===== src/rtl/core_result_collector_if.sv =====
// Bundle of the core-side capture inputs and the result drain interface of core_result_collector.
// The master modport is the environment; the slave modport is the collector.
interface core_result_collector_if #(
    parameter int WIDTH = 32,
    parameter int DEPTH = 8
);
    localparam int CW = $clog2(DEPTH + 1);

    logic             in_valid;
    logic [WIDTH-1:0] core_data;
    logic             out_valid;
    logic             out_ready;
    logic [WIDTH-1:0] out_data;
    logic [CW-1:0]    count;
    logic             overflow;
    logic [WIDTH-1:0] checksum;

    modport master (
        output in_valid, core_data, out_ready,
        input  out_valid, out_data, count, overflow, checksum
    );

    modport slave (
        input  in_valid, core_data, out_ready,
        output out_valid, out_data, count, overflow, checksum
    );
endinterface


===== src/rtl/core_result_collector.sv =====
// Re-times the upstream valid across the core latency and collects core results into a FWFT FIFO.
// Optional running checksum of pushed words when CORE_COLLECTOR_CHECKSUM_EN is defined.
module core_result_collector #(
    parameter int WIDTH   = 32,
    parameter int LATENCY = 16,
    parameter int DEPTH   = 8
) (
    input logic                   clk,
    input logic                   rst_n,
    core_result_collector_if.slave bus
);
    localparam int AW = $clog2(DEPTH);
    localparam int CW = $clog2(DEPTH + 1);
    localparam logic [CW-1:0] FULL_COUNT = CW'(DEPTH);

    logic [LATENCY-1:0] vsr_q, vsr_d;
    logic [WIDTH-1:0]   mem_q [DEPTH];
    logic [WIDTH-1:0]   mem_d [DEPTH];
    logic [AW-1:0]      wr_ptr_q, wr_ptr_d;
    logic [AW-1:0]      rd_ptr_q, rd_ptr_d;
    logic [CW-1:0]      count_q, count_d;
    logic               overflow_q, overflow_d;
    logic               out_valid_q, out_valid_d;
    logic [WIDTH-1:0]   out_data_q, out_data_d;

    logic cap_s;
    logic full_s;
    logic pop_s;
    logic push_s;

    // Valid delay line matched to the core latency
    always_comb begin
        vsr_d    = {LATENCY{1'b0}};
        vsr_d[0] = bus.in_valid;
        for (int k = 1; k < LATENCY; k++) begin
            vsr_d[k] = vsr_q[k-1];
        end
    end

    // Capture / push / pop decisions; a full FIFO still accepts a capture when the head leaves
    always_comb begin
        cap_s  = vsr_q[LATENCY-1];
        full_s = (count_q == FULL_COUNT);
        pop_s  = out_valid_q & bus.out_ready;
        push_s = cap_s & (~full_s | pop_s);
    end

    // FIFO next state; the head word and valid are registered from the post-edge state
    always_comb begin
        mem_d = mem_q;
        if (push_s) begin
            mem_d[wr_ptr_q] = bus.core_data;
            wr_ptr_d        = wr_ptr_q + AW'(1'b1);
        end else begin
            wr_ptr_d = wr_ptr_q;
        end
        if (pop_s) begin
            rd_ptr_d = rd_ptr_q + AW'(1'b1);
        end else begin
            rd_ptr_d = rd_ptr_q;
        end
        case ({push_s, pop_s})
            2'b10:   count_d = count_q + CW'(1'b1);
            2'b01:   count_d = count_q - CW'(1'b1);
            default: count_d = count_q;
        endcase
        overflow_d  = overflow_q | (cap_s & full_s & ~pop_s);
        out_valid_d = (count_d != {CW{1'b0}});
        out_data_d  = mem_d[rd_ptr_d];
    end

    // Control and output registers with synchronous active-low reset
    always_ff @(posedge clk) begin
        if (!rst_n) begin
            vsr_q       <= {LATENCY{1'b0}};
            wr_ptr_q    <= {AW{1'b0}};
            rd_ptr_q    <= {AW{1'b0}};
            count_q     <= {CW{1'b0}};
            overflow_q  <= 1'b0;
            out_valid_q <= 1'b0;
            out_data_q  <= {WIDTH{1'b0}};
        end else begin
            vsr_q       <= vsr_d;
            wr_ptr_q    <= wr_ptr_d;
            rd_ptr_q    <= rd_ptr_d;
            count_q     <= count_d;
            overflow_q  <= overflow_d;
            out_valid_q <= out_valid_d;
            out_data_q  <= out_data_d;
        end
    end

    // Storage array; contents are meaningless until written, so no reset
    always_ff @(posedge clk) begin
        mem_q <= mem_d;
    end

`ifdef CORE_COLLECTOR_CHECKSUM_EN
    logic [WIDTH-1:0] checksum_q, checksum_d;

    function automatic logic [WIDTH-1:0] rotl1(input logic [WIDTH-1:0] x);
        return {x[WIDTH-2:0], x[WIDTH-1]};
    endfunction

    // Running checksum folds in pushed words only; dropped captures leave it untouched
    always_comb begin
        if (push_s) begin
            checksum_d = rotl1(checksum_q) ^ bus.core_data;
        end else begin
            checksum_d = checksum_q;
        end
    end

    // Checksum register
    always_ff @(posedge clk) begin
        if (!rst_n) begin
            checksum_q <= {WIDTH{1'b0}};
        end else begin
            checksum_q <= checksum_d;
        end
    end

    assign bus.checksum = checksum_q;
`else
    assign bus.checksum = {WIDTH{1'b0}};
`endif

    assign bus.out_valid = out_valid_q;
    assign bus.out_data  = out_data_q;
    assign bus.count     = count_q;
    assign bus.overflow  = overflow_q;
endmodule


===== src/flat_wrapper.sv =====
// flat-port wrapper written by rule: the top's interface ports become plain ports
module core_result_collector_flat 
#(
    parameter int WIDTH   = 32,
    parameter int LATENCY = 16,
    parameter int DEPTH   = 8
)
  (clk, rst_n, bus_in_valid, bus_core_data, bus_out_ready, bus_out_valid, bus_out_data, bus_count, bus_overflow, bus_checksum);
  core_result_collector_if #(.WIDTH(WIDTH), .DEPTH(DEPTH)) bus_i ();
  input logic clk;
  input logic rst_n;
  input wire logic [$bits(bus_i.in_valid)-1:0] bus_in_valid;
  input wire logic [$bits(bus_i.core_data)-1:0] bus_core_data;
  input wire logic [$bits(bus_i.out_ready)-1:0] bus_out_ready;
  output wire logic [$bits(bus_i.out_valid)-1:0] bus_out_valid;
  output wire logic [$bits(bus_i.out_data)-1:0] bus_out_data;
  output wire logic [$bits(bus_i.count)-1:0] bus_count;
  output wire logic [$bits(bus_i.overflow)-1:0] bus_overflow;
  output wire logic [$bits(bus_i.checksum)-1:0] bus_checksum;
  assign bus_i.in_valid = bus_in_valid;
  assign bus_i.core_data = bus_core_data;
  assign bus_i.out_ready = bus_out_ready;
  assign bus_out_valid = bus_i.out_valid;
  assign bus_out_data = bus_i.out_data;
  assign bus_count = bus_i.count;
  assign bus_overflow = bus_i.overflow;
  assign bus_checksum = bus_i.checksum;
  core_result_collector #(.WIDTH(WIDTH), .LATENCY(LATENCY), .DEPTH(DEPTH)) u_core (.clk(clk), .rst_n(rst_n), .bus(bus_i));
endmodule

===== config.mk =====
export PLATFORM = sky130hd
export DESIGN_NAME = core_result_collector_flat
export DESIGN_NICKNAME = d
export VERILOG_FILES = /design/src/rtl/core_result_collector_if.sv /design/src/rtl/core_result_collector.sv /design/src/flat_wrapper.sv
export SDC_FILE = /design/constraint.sdc
export NUM_CORES = 1
export LEC_CHECK = 0
export BUFFER_PORTS_ARGS = -buffer_cell sky130_fd_sc_hd__buf_2
export CORE_MARGIN = 1.5
export CORE_UTILIZATION = 40
export CTS_CLUSTER_DIAMETER = 60
export DETAILED_ROUTE_END_ITERATION = 16
export PLACE_DENSITY_LB_ADDON = 0.3
export SLEW_MARGIN = 20
export SYNTH_ARGS = -nofsm -noshare
export SYNTH_HDL_FRONTEND = slang
export SYNTH_SLANG_ARGS = --single-unit

===== constraint.sdc =====
create_clock -name clk -period 3.7 [get_ports clk]
set_input_delay 0.37 -clock clk [delete_from_list [all_inputs] [get_ports clk]]
set_output_delay 0.37 -clock clk [all_outputs]
set_load 0.02 [all_outputs]

Yosys cells after proc, flatten, opt, wreduce, memory -nomap -nowiden --
Cells that the tools add are included.
Word-level totals: logic and storage cells 46, bits of input ports 36, flip-flop bits (word level) 316
Cells by class: reduce and logical (&&, ||, !) cells 2, bitwise operators 10, $lt $le $gt $ge 3, add/subtract/negate cells 4, equal/unequal tests 3, muxes and demuxes 9
Operators with widths (number):
- $bwmux 256 | 1
- $mux 256 | 1
- $bmux 32 s3 | 1
- $demux 32 s3 | 1
- $mux 32 | 3
- $ge 4x4->1 const B | 2
- $not 3->4 | 2
- $pmux 4 s2 | 1
- $add 3x1->3 const B | 2
- $add 4x1->4 const B | 1
- $and 1x1->1 | 4
- $eq 4x4->1 const B | 1
- $lt 4x1->1 const B | 1
- $reduce_bool 4->1 | 1
- $sub 4x1->4 const B | 1
- $mux 3 | 1
- $eq 2x1->1 const B | 1
- $eq 2x2->1 const B | 1
- $not 1->1 | 2
- $or 1x1->1 | 2
- $logic_and 1x1->1 | 1

Longest topological paths before layout --
Gate-level depths: netlist of the first run.
depth in word-level cells 10, gate-level depth with buffers 10, depth with buffers taken out 9

Worst setup path before layout of the first run --
Ideal clock, no wire load.
path type flip-flop to flip-flop, from register u_core.out_valid_q, in the netlist u_core.bus.out_valid, to register u_core.out_data_q[0], in the netlist u_core.bus.out_data[0], library setup time 0.127 ns, cell stages (with the launch flop) 9, setup slack 1.315 ns, arrival 2.258 ns, cells stage by stage dfxtp_1 a21boi_2 a211oi_1 and3_1 buf_2 buf_6 mux2i_1 a221oi_1 or3_1
On the way: cells in the longest elaborated chain, start to end 7, elaborated cells between the ends (all ways) 9, classes of those cells 5 x mux; 4 x bitwise
Ends and longest elaborated chain:
- start: declaration | line core_result_collector.sv:23 | logic out_valid_q, out_valid_d;
- start signal: assignment | line core_result_collector.sv:88 | out_valid_q <= out_valid_d;
- $and 1x1->1 * | line core_result_collector.sv:44 | pop_s = out_valid_q & bus.out_ready;
- $or 1x1->1 | line core_result_collector.sv:45 | push_s = cap_s & (~full_s | pop_s);
- $and 1x1->1 | line core_result_collector.sv:45
- $mux 256 | line core_result_collector.sv:51 | if (push_s) begin
- $bmux 32 s3 * | line core_result_collector.sv:69 | out_data_d = mem_d[rd_ptr_d];
- $mux 32 (implied by the code) * (2 in series) | line core_result_collector.sv:69
- end signal: assignment | line core_result_collector.sv:81 | out_data_q <= {WIDTH{1'b0}};
- end signal: assignment | line core_result_collector.sv:89 | out_data_q <= out_data_d;
- end: declaration | line core_result_collector.sv:24 | logic [WIDTH-1:0] out_data_q, out_data_d;
Mark *: on every way between the ends. The rest lies on a longest branch, timed or not. The select of a mux whose other input is x is not followed. A chain may end at the register's enable or synchronous reset.

Worst setup path after layout of the first run --
from register u_core.out_valid_q, in the netlist u_core.bus.out_valid, to register u_core.out_data_q[3], in the netlist u_core.bus.out_data[3]
The elaborated chain is that of the path after synthesis.

==> impl_metrics.toml, run 1 <==
[power]
leakage_nw = 6.18
pwr_density_cell_nw_per_um2 = 526
finalPower_mw = 7.69
ir_drop_uv = 299

[finish]
syn2layout_area_growth_pct = 13.0
final_cell_mix = "316 x dfxtp_1, 206 x nand2_1, 128 x mux2_2"
stdcell_area_um2 = 14600
final_nets = 1404
layout_commonest_cell = "dfxtp_1"
fillers = 3018
drive_above_1_share = 0.211

[worst_setup_path]
path_cells = "a21boi_2, a211oi_1, and3_2, buf_4, mux2i_1, a221oi_1, or3_1"
crit_path_top_delay_cell = "and3_2"
start_kind = "flop"
cp-end-kind = "flop"
worstPathRequired_ns = 4.08
critPathMaxStageDelay_ns = 0.64
critPathMaxFanout = 14
critical_path_class = "flop to flop"
crit_arrival_ns = 3.52

[clock_tree]
cts_root_buffer = "clkbuf_16"
cts_resized = 0
cts_tree = "built"
clk_latency_ns = 0.51
hold_buffers = 0
cts_buffer_depth = 3
cts_buffers = 35
cts_sinks = 316
postCtsSetupRepairBufs = 0
clk_pin_slew_worst_paths_ns = 0.06
h-tree-depth = 2

[yosys]
syn_inst = 1352
yosys-top-cells-area = "dfxtp_1 49%, mux2_2 11%, nand2_1 6.0%, mux2i_1 5.1%, a221oi_1 4.3%"
synth_compound_area_frac = 0.142
synthFlopType = "dfxtp_1"
synth-adder-area-share = 0.00290
ys_seq_area_frac = 0.489
synth-simple-area-share = 0.121
async_flop_share = 0
synth_top_area_frac = 0.489
muxShareOfSynthArea = 0.162
yosysUniqueCellTypes = 46
synth_top_family_by_area = "multiplexers"
synth_edf_count = 0
avgSynthCellArea_um2 = 9.57
synth-seq-cells = 316
synth_area_um2 = 12900
synth_top_area_cell = "dfxtp_1"
synth_xor_area_frac = 0.00406
ys.warnings.count = 0

[min_path]
hold_path_class = "input port to flop"

[timing]
whs_ns = 0.0789
rsz0062_at_grt = "false"
period_needed_ns = 3.14
drv_slew = 0
final_hold_viol_count = 0
tightest_slew_ns = 1.07
skew_ns = 0.0184
fin_setup_tns_ns = 0
finalSetupViolations = 0
fmax_mhz = 318
relSlewSlack = 0.289
min_period_over_period = 0.849

[floorplan]
die-area_um2 = 33400
fp-row-count = 65
fp.dieW_um = 183
ioPinCount = 106
chipHeight_um = 183
initial_utilization = 0.408
coreArea_um2 = 31700

[global_routing]
grt_first_pass_wirelength_um = 50000
grt_util_all_layers = 0.187
grt_pass1_vias = 9170
antenna_found_initial = 1
grt_max_degree = 65
overflow = 0

[drt]
dr_wl_met2_um = 14300
drt-initial-drc-count = 696
ant_nets = 0
wl_per_cell_um = 17.5
met1Wirelength_um = 15000
vias = 9671
wl_um = 31400
drt_pass1_iterations = 7
vias_per_cell = 5.40
dr_wl_met3_um = 1480
top_layer = "met4"
drc_errors = 0

[placement]
placed_cell_area_um2 = 13500
io_buffers = 73
place_hpwl_um = 18900
gp_congestion = 0.782

[flow_run]
cap_viol_max_count = 0

[run_status]
status = "complete, no violations"
final timing paths:
| kind | start | end | slack, ns | cells after the start |
|---|---|---|---|---|
| worst max-delay path | u_core.bus.out_valid | u_core.bus.out_data[3] | 0.56 | 7 |
| worst min-delay path | bus_in_valid | u_core.vsr_q[0] | 0.08 | 2 |
| worst max register to register | u_core.bus.out_valid | u_core.bus.out_data[3] | 0.56 | 7 |
| worst min register to register | u_core.vsr_q[12] | u_core.vsr_q[13] | 0.42 | 1 |
per-layer routing:
metal,up-vias,track usage
met5,-,0
met4,0,0.0534
met3,44,0.0278
met2,236,0.305
met1,4680,0.256
li1,4711,-
cells by family after synthesis:
group                    count (synthesis)
buffers and inverters                  225
AO/OA/AOI/OAI                          253
XOR/XNOR                                 6
AND/OR/NAND/NOR                        354
other                                    1
adder cells (fa/ha/maj)                  3
multiplexers                           194
flip-flops                             316
metrics by stage:
step            util  std cells  setup slack (ns)
2_1_floorplan      -       1383              1.32
3_3_place_gp   0.425       1730             0.598
3_5_place_dp   0.425       1730             0.522
4_1_cts        0.461       1791             0.574
5_1_grt        0.461       1792             0.319
6_report       0.461       1792             0.558
synthesized netlist by cell type, types with 5 or more instances:
| library cell | n |
|---|---|
| buf_4 | 32 |
| buf_1 | 8 |
| mux2i_1 | 66 |
| a21oi_1 | 70 |
| clkbuf_1 | 99 |
| or3_1 | 31 |
| o221ai_1 | 64 |
| a221oi_1 | 64 |
| inv_1 | 68 |
| buf_2 | 15 |
| mux2_2 | 128 |
| dfxtp_1 | 316 |
| nor2_1 | 65 |
| nor2b_1 | 5 |
| and2_1 | 25 |
| nand2_1 | 207 |
| o22ai_1 | 36 |
final cells by class:
type                       count  area (um^2)  share of cell area
multi-input combinational    842         5790               0.396
tap                          402          503              0.0344
inverter                      68          255              0.0175
antenna                        1         2.50            0.000171
timing repair buffer         102          621              0.0424
clock buffer                  57         1080              0.0739
clock inverter                 4         48.8             0.00334
sequential                   316         6330               0.433
sequential cells by signal, summed over array words and instances, names as in the netlist:
name	count
u_core.mem_q	256
u_core.vsr_q	16
u_core.bus.count	4
u_core.bus.overflow	1
u_core.wr_ptr_q	3
u_core.bus.out_data	32
u_core.bus.out_valid	1
u_core.rd_ptr_q	3
where the power goes:
group	internal [mW]	leakage, nW	switching, mW
Sequential	3.54	2.61	0.0791
Combinational	0.219	3.02	0.468
Clock	2.06	0.554	1.33
Total	5.82	6.18	1.88
critical path, delay by kind of cell, from the launching register on:
kind | cells | cell delay (ns)
and+or+nand+nor | 2 | 1.01
AOI/OAI and AO/OA | 3 | 0.90
DFF | 1 | 0.43
buffers and inverters | 1 | 0.39
muxes | 1 | 0.28
No activity file was read; power rests on OpenSTA's default activity.
==> inputs of run 2 (changes only) <==
--- a/config.mk
+++ b/config.mk
@@ -5,6 +5,7 @@
 export SDC_FILE = /design/constraint.sdc
 export NUM_CORES = 1
 export LEC_CHECK = 0
+export ABC_AREA = 1
 export BUFFER_PORTS_ARGS = -buffer_cell sky130_fd_sc_hd__buf_2
 export CORE_MARGIN = 1.5
 export CORE_UTILIZATION = 40
==> constraint.sdc (replaced) <==
create_clock -name clk -period 3.05 [get_ports clk]
set_input_delay 0.305 -clock clk [delete_from_list [all_inputs] [get_ports clk]]
set_output_delay 0.305 -clock clk [all_outputs]
set_load 0.02 [all_outputs]
==> run 2 against run 1 <==
  * Worst hold slack improved by 0.094 ns
  * Critical path depth is 5 higher
  * Setup slack got worse by 0.051 ns
  * Via count rose by 84%
  * Sequential power up 19%
  * Synthesized area grew 30%
  * Non-clock buffer count grew 24
  * Combinational power rose to 4.2 times the previous value
  * Largest cell class is now multi-input combinational cells
  * Largest power group is now the clock network
==> impl_metrics.toml, run 2 <==
[clock_tree]
cts_sinks = 316
clk_latency_ns = 0.57
h-tree-depth = 2
cts_root_buffer = "clkbuf_16"
cts_tree = "built"
postCtsSetupRepairBufs = 0
cts_buffers = 38
clk_pin_slew_worst_paths_ns = 0.06
cts_buffer_depth = 3

[yosys]
ys.warnings.count = 0
synth-seq-cells = 316
yosys-top-cells-area = "dfxtp_1 38%, nand2_1 31%, nand3_1 16%, nand4_1 3.7%, buf_2 2.8%"
ys_seq_area_frac = 0.377
synth-adder-area-share = 0.00224
synthTopCellsByCount = "1384 x nand2_1, 525 x nand3_1, 316 x dfxtp_1"
synth_top_area_cell = "dfxtp_1"
muxShareOfSynthArea = 0
async_flop_share = 0
synth_top_family_by_area = "simple AND/OR/NAND/NOR gates"
syn_inst = 2719
synth_xor_area_frac = 0.00104
synthFlopType = "dfxtp_1"
synth_edf_count = 0
synth_area_um2 = 16800
synth_top_area_frac = 0.377
synth_compound_area_frac = 0.0225
synth-simple-area-share = 0.511
avgSynthCellArea_um2 = 6.17
synth.most_common_cell = "nand2_1"
yosysUniqueCellTypes = 24

[placement]
dp_cells = 3183
io_buffers = 73
pre_cts_slack_ns = 0.608
placed_cell_area_um2 = 17400
gp_congestion = 0.820
place_hpwl_um = 31700

[flow_run]
cap_viol_max_count = 0

[floorplan]
die-area_um2 = 43200
chipHeight_um = 208
initial_utilization = 0.408
fp-row-count = 74
fp.dieW_um = 208
coreArea_um2 = 41100
ioPinCount = 106

[power]
p_int_mw = 7.70
pwr-share-seq = 0.368
leakage_nw = 9.82
power_frac_comb = 0.247
p_sw_frac = 0.341
p_switching_mw = 3.99
pwr_density_cell_nw_per_um2 = 627
finalPower_mw = 11.7
clockPowerShare = 0.385
ir_drop_uv = 614

[timing]
final.setup.worst_slack_ns = 0.507
fin_setup_tns_ns = 0
min_period_over_period = 0.834
period_needed_ns = 2.54
final_hold_viol_count = 0
rsz0062_at_grt = "false"
drv_slew = 0
tightest_slew_ns = 0.922
fmax_mhz = 393
relSlewSlack = 0.385
finalSetupViolations = 0
skew_ns = 0.0213

[finish]
drive_above_1_share = 0.0772
largest_reg_flops = 256
final_cell_mix = "1384 x nand2_1, 525 x nand3_1, 312 x dfxtp_1"
final_cells = 3252
layout_commonest_cell = "nand2_1"
stdcell_area_um2 = 18700
fillers = 4248
final_nets = 2731
top_register = "u_core.mem_q"
syn2layout_area_growth_pct = 11.1
diodes = 0

[drt]
wl_per_cell_um = 16.9
ant_nets = 0
vias = 17830
wl_um = 55100
drc_errors = 0
drt_pass1_iterations = 6
vias_per_cell = 5.48
drt-initial-drc-count = 1980

[global_routing]
antenna_found_initial = 1
busiest_layer = "met2"
grt_util_all_layers = 0.250
grt_max_degree = 130
grt_first_pass_wirelength_um = 87900
grt_pass1_vias = 16674
grt_util_met1 = 0.326
use_met2 = 0.415
grtUsageMet3 = 0.0360
overflow = 0

[worst_setup_path]
start_kind = "flop"
crit_path_top_delay_cell = "dfxtp_2"
critPathBufInv = 2
critPathMaxFanout = 19
crit_top_cell = "nand2_1"
crit_arrival_ns = 3.03
worstPathRequired_ns = 3.54
path_cells = "buf_4, nand2_1, nor2_4, buf_4, nand2_1, nand2_1, nand2_1, nand3_1, nand3_1, nand2_1, nand2_1, nand2_1"
critPathMaxStageDelay_ns = 0.57
critPathTopFamily = "simple AND/OR/NAND/NOR gates"
cp-end-kind = "flop"
critical_path_class = "flop to flop"

[run_status]
status = "complete, no violations"

[min_path]
hold_path_class = "input port to flop"
## run 2: cell count changes in the layout (fill, tap and decap cells not counted), sizes merged, moves of 49 or more
cell and delta:
nor2 -49, a221oi -64, mux2i -66, o221ai -64, a21oi -66, nand3 +525, nand4 +96, o21ai +66
mux2 -128, nand2 +1180
## run 2: routing by layer
layer,wire [um],share of wire,vias to the layer above
met4,1710,0.031,2
met5,13,0.00024,-
met3,4140,0.075,121
li1,-,-,8677
met2,25300,0.46,727
met1,23900,0.43,8303
## run 2: layout make-up
class / count / area (um^2) / share of cell area
multi-input combinational: 2140 / 9190 / 0.493
clock buffer: 56 / 1120 / 0.0600
tap: 532 / 666 / 0.0357
clock inverter: 12 / 100 / 0.00537
timing repair buffer: 126 / 978 / 0.0525
sequential: 316 / 6340 / 0.340
inverter: 70 / 265 / 0.0142
## run 2: kinds of logic after synthesis
family / after synthesis
AOI/OAI and AO/OA: 75
xor gates and xnor gates: 2
adders and majority gates: 3
buffers and inverters: 294
DFF: 316
other: 1
and+or+nand+nor: 2028
## run 2: final timing paths
check / slack (ns) / cells past startpoint / startpoint / end
worst max-delay path: 0.51 / 12 / u_core.wr_ptr_q[2] / u_core.bus.out_data[11]
worst min-delay path: 0.17 / 3 / rst_n / u_core.vsr_q[0]
worst max register to register: 0.51 / 12 / u_core.wr_ptr_q[2] / u_core.bus.out_data[11]
worst min register to register: 0.41 / 2 / u_core.vsr_q[11] / u_core.vsr_q[12]
## run 2: per-stage QoR
step | hold slack [ns] | utilization
floorplan | 0.390 | -
global placement | 0.392 | 0.424
detailed placement | 0.398 | 0.424
CTS | 0.153 | 0.454
global route | 0.201 | 0.454
finish | 0.173 | 0.454
## run 2: repair_timing
action | 4_1_cts | 5_1_grt
hold buffers | 1 | 0
resized for setup | 0 | 0
endpoints found under the hold margin | 1 | 0
## run 2: worst min-delay path, stage by stage
cell	delay, ns
buf_2	0.24
nand2_1	0.11
inv_1	0.03
## run 2: power by group through the flow
stage	combinational, mW	sequential, mW	clock [mW]
floorplan	1.85	4.50	0
global placement	2.86	4.40	0
detailed placement	2.87	4.39	0
CTS	2.88	4.30	4.58
global route	3.15	4.31	4.73
finish	2.89	4.30	4.51
